File: src/rtl/ctrl_pkg.sv
// Shared decode constants and the control word layout for the ID control stage.
// Control word is MSB-first by field; bit 0 is a spare that always reads as zero.
package ctrl_pkg;

  localparam logic [5:0] OP_SPECIAL = 6'h00;
  localparam logic [5:0] OP_REGIMM  = 6'h01;
  localparam logic [5:0] OP_J       = 6'h02;
  localparam logic [5:0] OP_JAL     = 6'h03;
  localparam logic [5:0] OP_BEQ     = 6'h04;
  localparam logic [5:0] OP_BNE     = 6'h05;
  localparam logic [5:0] OP_BLEZ    = 6'h06;
  localparam logic [5:0] OP_BGTZ    = 6'h07;
  localparam logic [5:0] OP_ADDI    = 6'h08;
  localparam logic [5:0] OP_ADDIU   = 6'h09;
  localparam logic [5:0] OP_SLTI    = 6'h0A;
  localparam logic [5:0] OP_SLTIU   = 6'h0B;
  localparam logic [5:0] OP_ANDI    = 6'h0C;
  localparam logic [5:0] OP_ORI     = 6'h0D;
  localparam logic [5:0] OP_XORI    = 6'h0E;
  localparam logic [5:0] OP_LUI     = 6'h0F;
  localparam logic [5:0] OP_LW      = 6'h23;
  localparam logic [5:0] OP_SW      = 6'h2B;

  localparam logic [5:0] F_SLL   = 6'h00;
  localparam logic [5:0] F_SRL   = 6'h02;
  localparam logic [5:0] F_SRA   = 6'h03;
  localparam logic [5:0] F_SLLV  = 6'h04;
  localparam logic [5:0] F_SRLV  = 6'h06;
  localparam logic [5:0] F_SRAV  = 6'h07;
  localparam logic [5:0] F_JR    = 6'h08;
  localparam logic [5:0] F_JALR  = 6'h09;
  localparam logic [5:0] F_MFHI  = 6'h10;
  localparam logic [5:0] F_MTHI  = 6'h11;
  localparam logic [5:0] F_MFLO  = 6'h12;
  localparam logic [5:0] F_MTLO  = 6'h13;
  localparam logic [5:0] F_MULT  = 6'h18;
  localparam logic [5:0] F_MULTU = 6'h19;
  localparam logic [5:0] F_DIV   = 6'h1A;
  localparam logic [5:0] F_DIVU  = 6'h1B;
  localparam logic [5:0] F_ADD   = 6'h20;
  localparam logic [5:0] F_ADDU  = 6'h21;
  localparam logic [5:0] F_SUB   = 6'h22;
  localparam logic [5:0] F_SUBU  = 6'h23;
  localparam logic [5:0] F_AND   = 6'h24;
  localparam logic [5:0] F_OR    = 6'h25;
  localparam logic [5:0] F_XOR   = 6'h26;
  localparam logic [5:0] F_NOR   = 6'h27;
  localparam logic [5:0] F_SLT   = 6'h2A;
  localparam logic [5:0] F_SLTU  = 6'h2B;

  localparam logic [4:0] RT_BLTZ   = 5'h00;
  localparam logic [4:0] RT_BGEZ   = 5'h01;
  localparam logic [4:0] RT_BLTZAL = 5'h10;
  localparam logic [4:0] RT_BGEZAL = 5'h11;

  typedef enum logic [1:0] {
    RD_RT  = 2'b00,
    RD_RD  = 2'b01,
    RD_R31 = 2'b10
  } regdst_e;

  typedef enum logic [1:0] {
    ALU_ADD   = 2'b00,
    ALU_SUB   = 2'b01,
    ALU_FUNCT = 2'b10,
    ALU_LOGI  = 2'b11
  } aluop_e;

  typedef enum logic [2:0] {
    BR_BEQ  = 3'b000,
    BR_BNE  = 3'b001,
    BR_BGTZ = 3'b010,
    BR_BLEZ = 3'b011,
    BR_BLTZ = 3'b100,
    BR_BGEZ = 3'b101
  } brop_e;

  typedef struct packed {
    logic    regwrite;
    regdst_e regdst;
    logic    alusrc;
    logic    branch;
    logic    memwrite;
    logic    memtoreg;
    logic    jump;
    logic    jr;
    aluop_e  aluop;
    brop_e   branch_op;
    logic    link;
    logic    hilo_rd;
    logic    hilo_we;
    logic    md_start;
    logic    md_div;
    logic    md_signed;
    logic    illegal;
    logic    spare;
  } ctrl_t;

  localparam int CTRL_W       = $bits(ctrl_t);
  localparam int IDX_REGWRITE = 21;
  localparam int IDX_HILO_RD  = 6;
  localparam int IDX_HILO_WE  = 5;
  localparam int IDX_MD_START = 4;
  localparam int IDX_MD_DIV   = 3;
  localparam int IDX_ILLEGAL  = 1;

endpackage

File: src/rtl/ctrl_decode.sv
// Combinational MIPS decode: opcode/rt/funct to control word.
// Anything unrecognised produces only the illegal flag.
module ctrl_decode
  import ctrl_pkg::*;
(
  input  logic [5:0] op,
  input  logic [4:0] rt,
  input  logic [5:0] funct,
  output ctrl_t      ctrl
);

  always_comb begin
    ctrl = '0;
    case (op)
      OP_SPECIAL: begin
        case (funct)
          F_JR: begin
            ctrl.jump = 1'b1;
            ctrl.jr   = 1'b1;
          end
          F_JALR: begin
            ctrl.jump     = 1'b1;
            ctrl.jr       = 1'b1;
            ctrl.link     = 1'b1;
            ctrl.regwrite = 1'b1;
            ctrl.regdst   = RD_RD;
          end
          F_MULT, F_MULTU, F_DIV, F_DIVU: begin
            ctrl.md_start  = 1'b1;
            ctrl.md_div    = funct[1];
            ctrl.md_signed = ~funct[0];
          end
          F_MFHI, F_MFLO: begin
            ctrl.hilo_rd  = 1'b1;
            ctrl.regwrite = 1'b1;
            ctrl.regdst   = RD_RD;
          end
          F_MTHI, F_MTLO: ctrl.hilo_we = 1'b1;
          F_SLL, F_SRL, F_SRA, F_SLLV, F_SRLV, F_SRAV,
          F_ADD, F_ADDU, F_SUB, F_SUBU, F_AND, F_OR,
          F_XOR, F_NOR, F_SLT, F_SLTU: begin
            ctrl.regwrite = 1'b1;
            ctrl.regdst   = RD_RD;
            ctrl.aluop    = ALU_FUNCT;
          end
          default: ctrl.illegal = 1'b1;
        endcase
      end
      OP_REGIMM: begin
        ctrl.branch = 1'b1;
        ctrl.aluop  = ALU_SUB;
        case (rt)
          RT_BLTZ: ctrl.branch_op = BR_BLTZ;
          RT_BGEZ: ctrl.branch_op = BR_BGEZ;
          RT_BLTZAL, RT_BGEZAL: begin
            ctrl.branch_op = rt[0] ? BR_BGEZ : BR_BLTZ;
            ctrl.link      = 1'b1;
            ctrl.regwrite  = 1'b1;
            ctrl.regdst    = RD_R31;
          end
          default: begin
            ctrl         = '0;
            ctrl.illegal = 1'b1;
          end
        endcase
      end
      OP_J: ctrl.jump = 1'b1;
      OP_JAL: begin
        ctrl.jump     = 1'b1;
        ctrl.link     = 1'b1;
        ctrl.regwrite = 1'b1;
        ctrl.regdst   = RD_R31;
      end
      OP_BEQ, OP_BNE, OP_BLEZ, OP_BGTZ: begin
        ctrl.branch = 1'b1;
        ctrl.aluop  = ALU_SUB;
        case (op)
          OP_BNE:  ctrl.branch_op = BR_BNE;
          OP_BLEZ: ctrl.branch_op = BR_BLEZ;
          OP_BGTZ: ctrl.branch_op = BR_BGTZ;
          default: ctrl.branch_op = BR_BEQ;
        endcase
      end
      OP_ADDI, OP_ADDIU: begin
        ctrl.regwrite = 1'b1;
        ctrl.alusrc   = 1'b1;
      end
      // set-less-than immediates compare by subtraction
      OP_SLTI, OP_SLTIU: begin
        ctrl.regwrite = 1'b1;
        ctrl.alusrc   = 1'b1;
        ctrl.aluop    = ALU_SUB;
      end
      OP_ANDI, OP_ORI, OP_XORI, OP_LUI: begin
        ctrl.regwrite = 1'b1;
        ctrl.alusrc   = 1'b1;
        ctrl.aluop    = ALU_LOGI;
      end
      OP_LW: begin
        ctrl.regwrite = 1'b1;
        ctrl.alusrc   = 1'b1;
        ctrl.memtoreg = 1'b1;
      end
      OP_SW: begin
        ctrl.alusrc   = 1'b1;
        ctrl.memwrite = 1'b1;
      end
      default: ctrl.illegal = 1'b1;
    endcase
  end

endmodule

File: src/rtl/id_ctrl_stage.sv
// Registered decode stage: control word pipeline register, handshake,
// flush, and HI/LO hazard stall driven by a MULT/DIV busy counter.
module id_ctrl_stage
  import ctrl_pkg::*;
#(
  parameter int PC_W        = 32,
  parameter int MULT_CYCLES = 4,
  parameter int DIV_CYCLES  = 32
) (
  input  logic              clk,
  input  logic              rst,
  input  logic              in_valid,
  output logic              in_ready,
  input  logic [31:0]       instr,
  input  logic [PC_W-1:0]   in_pc,
  input  logic              flush,
  output logic              out_valid,
  input  logic              out_ready,
  output logic [31:0]       out_instr,
  output logic [PC_W-1:0]   out_pc,
  output logic [CTRL_W-1:0] out_ctrl
);

  localparam int MAX_CYC =
    (MULT_CYCLES > DIV_CYCLES) ? MULT_CYCLES : DIV_CYCLES;
  localparam int CNT_W = $clog2(MAX_CYC + 1);

  ctrl_t            dec;
  logic [CNT_W-1:0] cnt;
  logic             busy;
  logic             hz;
  logic             in_xfer;
  logic             out_xfer;
  logic             md_out;

  ctrl_decode u_dec (
    .op    (instr[31:26]),
    .rt    (instr[20:16]),
    .funct (instr[5:0]),
    .ctrl  (dec)
  );

  assign md_out   = out_valid && out_ctrl[IDX_MD_START];
  assign busy     = (cnt != '0) || md_out;
  assign hz       = busy && (dec.hilo_rd || dec.hilo_we || dec.md_start);
  assign in_ready = !flush && (!out_valid || out_ready) && !hz;
  assign in_xfer  = in_valid && in_ready;
  assign out_xfer = out_valid && out_ready;

  always_ff @(posedge clk or posedge rst) begin
    if (rst) begin
      out_valid <= 1'b0;
      out_instr <= '0;
      out_pc    <= '0;
      out_ctrl  <= '0;
    end else begin
      if (flush)
        out_valid <= 1'b0;
      else if (in_xfer)
        out_valid <= 1'b1;
      else if (out_xfer)
        out_valid <= 1'b0;
      if (in_xfer) begin
        out_instr <= instr;
        out_pc    <= in_pc;
        out_ctrl  <= dec;
      end
    end
  end

  // a flushed MD entry never reaches the unit, so it must not start the count
  always_ff @(posedge clk or posedge rst) begin
    if (rst)
      cnt <= '0;
    else if (out_xfer && out_ctrl[IDX_MD_START] && !flush)
      cnt <= out_ctrl[IDX_MD_DIV] ? CNT_W'(DIV_CYCLES)
                                  : CNT_W'(MULT_CYCLES);
    else if (cnt != '0)
      cnt <= cnt - 1'b1;
  end

endmodule

File: config.mk
export PLATFORM = sky130hd
export DESIGN_NAME = id_ctrl_stage
export DESIGN_NICKNAME = d
export VERILOG_FILES = /design/src/rtl/ctrl_pkg.sv /design/src/rtl/ctrl_decode.sv /design/src/rtl/id_ctrl_stage.sv
export SDC_FILE = /design/constraint.sdc
export NUM_CORES = 1
export LEC_CHECK = 0
export ABC_AREA = 1
export BUFFER_PORTS_ARGS = -buffer_cell sky130_fd_sc_hd__clkbuf_2
export CAP_MARGIN = 20
export CORE_UTILIZATION = 40
export DETAILED_ROUTE_END_ITERATION = 6
export PLACE_DENSITY = 0.68
export SETUP_SLACK_MARGIN = 0.15
export SLEW_MARGIN = 20
export SYNTH_ARGS = -nofsm -noshare
export SYNTH_HDL_FRONTEND = slang
export SYNTH_SLANG_ARGS = --single-unit
File: constraint.sdc
create_clock -name clk -period 5.35 [get_ports clk]
set_clock_uncertainty 0.05 [all_clocks]
set_input_delay 1.07 -clock clk [delete_from_list [all_inputs] [get_ports clk]]
set_output_delay 1.07 -clock clk [all_outputs]
set_load 0.005 [all_outputs]
==> run summary <==
Commonest non-fill, non-tap cell in the layout: nand2_1
Root Driver: clkbuf_8
Hold buffers post-CTS: 0
Min-delay worst type: flop to flop
Static Leak: 2.94 nW
Ratio of cells with drive above 1 in the final layout: 28.1%
CORE AREA: 9420 µm²
#FFs+latches synth: 92
Post-cts resize count: 0
Mean post-synth cell area: 8.21 µm²
Status: finished clean
Die width: 101 µm
Post-Route Setup TNS: 0 ps
Area of the multi-input gates: 1430 µm²
Post-synth cell types: 28
FF+latch area: 2300 µm²
Max_cap viols: 0
Largest net degree at the start of global routing: 108
Clock latency on the worst-skew pair: 340 ps
VDD IR max: 168 µV
Max Clk Rate: 315 MHz
Worst-margin pin slew: 963 ps
Crit path max-delay family: simple AND/OR/NAND/NOR gates
Critical Path AT: 2050 ps
Initial Utilization: 42.0%
Vias: 3483
Drt first pass iters: 4
Ant. Diodes: 0
Clock buffer count from CTS: 9
Area Growth Syn to Fin: 28.4%
First-pass GRT wire length: 14900 µm
Clock Sinks: 92
Rel. slew slack: 35.8%
I/O pins: 157
GRT Residual Overflow: 0
Sequential share of the synthesized area: 58.2%
FP Rows: 35
Nature of the critical path endpoint: output port
Gate Count Post-Synth: 482
Fin. max-slew vios: 0
Final antenna-violating net count: 0
Slowest stage cell, crit path: nor2_2
Commonest non-fill, non-tap cells in the layout: nand2_1, clkbuf_2, dfrtp_1, o21ai_0, inv_1
Buf/Inv on CP: 3
Fin crit share: 59.3%
Final hold vios: 0
CTS tree: done
Critical Path Max Stage Delay: 200 ps
DRC violations left: 0
Post-CTS Setup Repair Bufs: 0
Worst setup margin: 2180 ps
Critical path required time: 4230 ps
Worst slack at placement: 2160 ps
Period minus WS final: 3170 ps
Antenna violations before repair: 0
RSZ-0062 raised after global routing: no
Vias in the first global route: 3145
Cell mode on critical path: clkbuf_2
Die area: 10300 µm²
Die height: 101 µm
Wirelength, routed: 9320 µm
Ys Warns: 0
Setup-failing EPs final: 0
Critical path type: input port to output port
R2R setup slack: 3110 ps
Mapped Area: 3960 µm²
Power Density: 341 nW/µm²
Vias per inst: 4.55
Worst hold slack: 428 ps
DR WL/cell: 12.2 µm
Worst Setup Start Kind: input port
Post-DP HPWL: 6760 µm
DRT iter0 DRCs: 126
GRT Total Usage: 18.5%
Max FO, Critical Path: 5
Clk slew on worst S/H paths: 80 ps
Port Buffers: 155
Placer congestion estimate: 0.819
Cell chain of the critical path: clkbuf_2 > nor2_2 > nand3_2 > nor2_1 > nand3_1 > nand2_1 > inv_1 > clkbuf_2
Nets: 703
H-tree Lvls: 3
Fillers: 922
Clock Tree Buf Depth: 2
Synthesized net count: 553
## synthesized netlist by cell type (all sizes together)
cell type,count,area (µm²)
ha,2,25.0
buf,18,106
nor2,29,119
a22oi,1,7.51
or2,1,6.26
a21o,1,7.51
a211oi,1,7.51
xor2,1,8.76
conb,1,3.75
dfrtp,92,2300
inv,32,120
nor3,4,20.0
a21oi,5,25.0
o2111ai,1,8.76
nand4,2,12.5
nand2,236,886
clkbuf,1,3.75
o22ai,1,6.26
xnor2,1,8.76
o21ai,32,160
nand3,19,105
nor4,1,6.26
## flip-flops by register name (all words and copies together) (netlist names)
register,cells
out_ctrl,21
out_instr,32
out_valid,1
out_pc,32
cnt,6
## final timing paths
| path | start | to | cells after the start |
|---|---|---|---|
| worst max-delay path | instr[31] | in_ready | 8 |
| worst min-delay path | out_instr[8] | out_instr[8] | 2 |
| worst max register to register | cnt[0] | out_ctrl[8] | 9 |
| worst min register to register | out_instr[8] | out_instr[8] | 2 |
| max in group asynchronous | rst | out_ctrl[6] | 3 |
| min in group asynchronous | rst | out_pc[24] | 2 |
## routing by layer
layer / vias up / part of all wire [%] / track usage [%]
met4: 0 / 0.83 / 5.80
met3: 8 / 8.1 / 5.38
li1: 1786 / - / -
met1: 1562 / 46 / 24.2
met5: - / 0 / 0
met2: 127 / 45 / 29.9
## power breakdown
part | switching (W) | total (W) | internal (W)
combinational | 0.000184 | 0.000333 | 0.000149
sequential | 0.0000618 | 0.000860 | 0.000798
clock | 0.000229 | 0.000538 | 0.000310
## cells by family (layout without fill, tap and decap cells)
| group | after synthesis | after routing | synth area share, % |
|---|---|---|---|
| AO/OA/AOI/OAI | 42 | 42 | 5.63 |
| other | 1 | 1 | 0.0948 |
| XOR/XNOR | 2 | 2 | 0.443 |
| flip-flops | 92 | 92 | 58.2 |
| adder cells (fa/ha/maj) | 2 | 2 | 0.632 |
| buffers and inverters | 51 | 206 | 5.82 |
| AND/OR/NAND/NOR | 292 | 292 | 29.2 |
## area by class of cell
class                      instances  share of cell area, %
clock buffer                      11                   2.59
clock inverter                     5                   1.97
inverter                          32                   2.41
tap                              129                   3.18
timing repair buffer             158                   16.4
sequential                        92                   45.3
multi-input combinational        339                   28.2
## worst min-delay path, stage by stage, from the launching register on
cell	delay (ps)
dfrtp_1	340
nand2_1	50
nand2_1	50
## stage by stage
stage / cell area (µm²) / total power, W / cells / utilization (%)
3_3_place_gp: 4800 / 0.00119 / 748 / 51.0
4_1_cts: 5060 / 0.00176 / 765 / 53.7
3_5_place_dp: 4830 / 0.00121 / 749 / 51.3
5_1_grt: 5080 / 0.00185 / 766 / 54.0
2_1_floorplan: 3960 / 0.00105 / 482 / -
6_report: 5080 / 0.00173 / 766 / 54.0
Power figures use the tool's default switching activity.
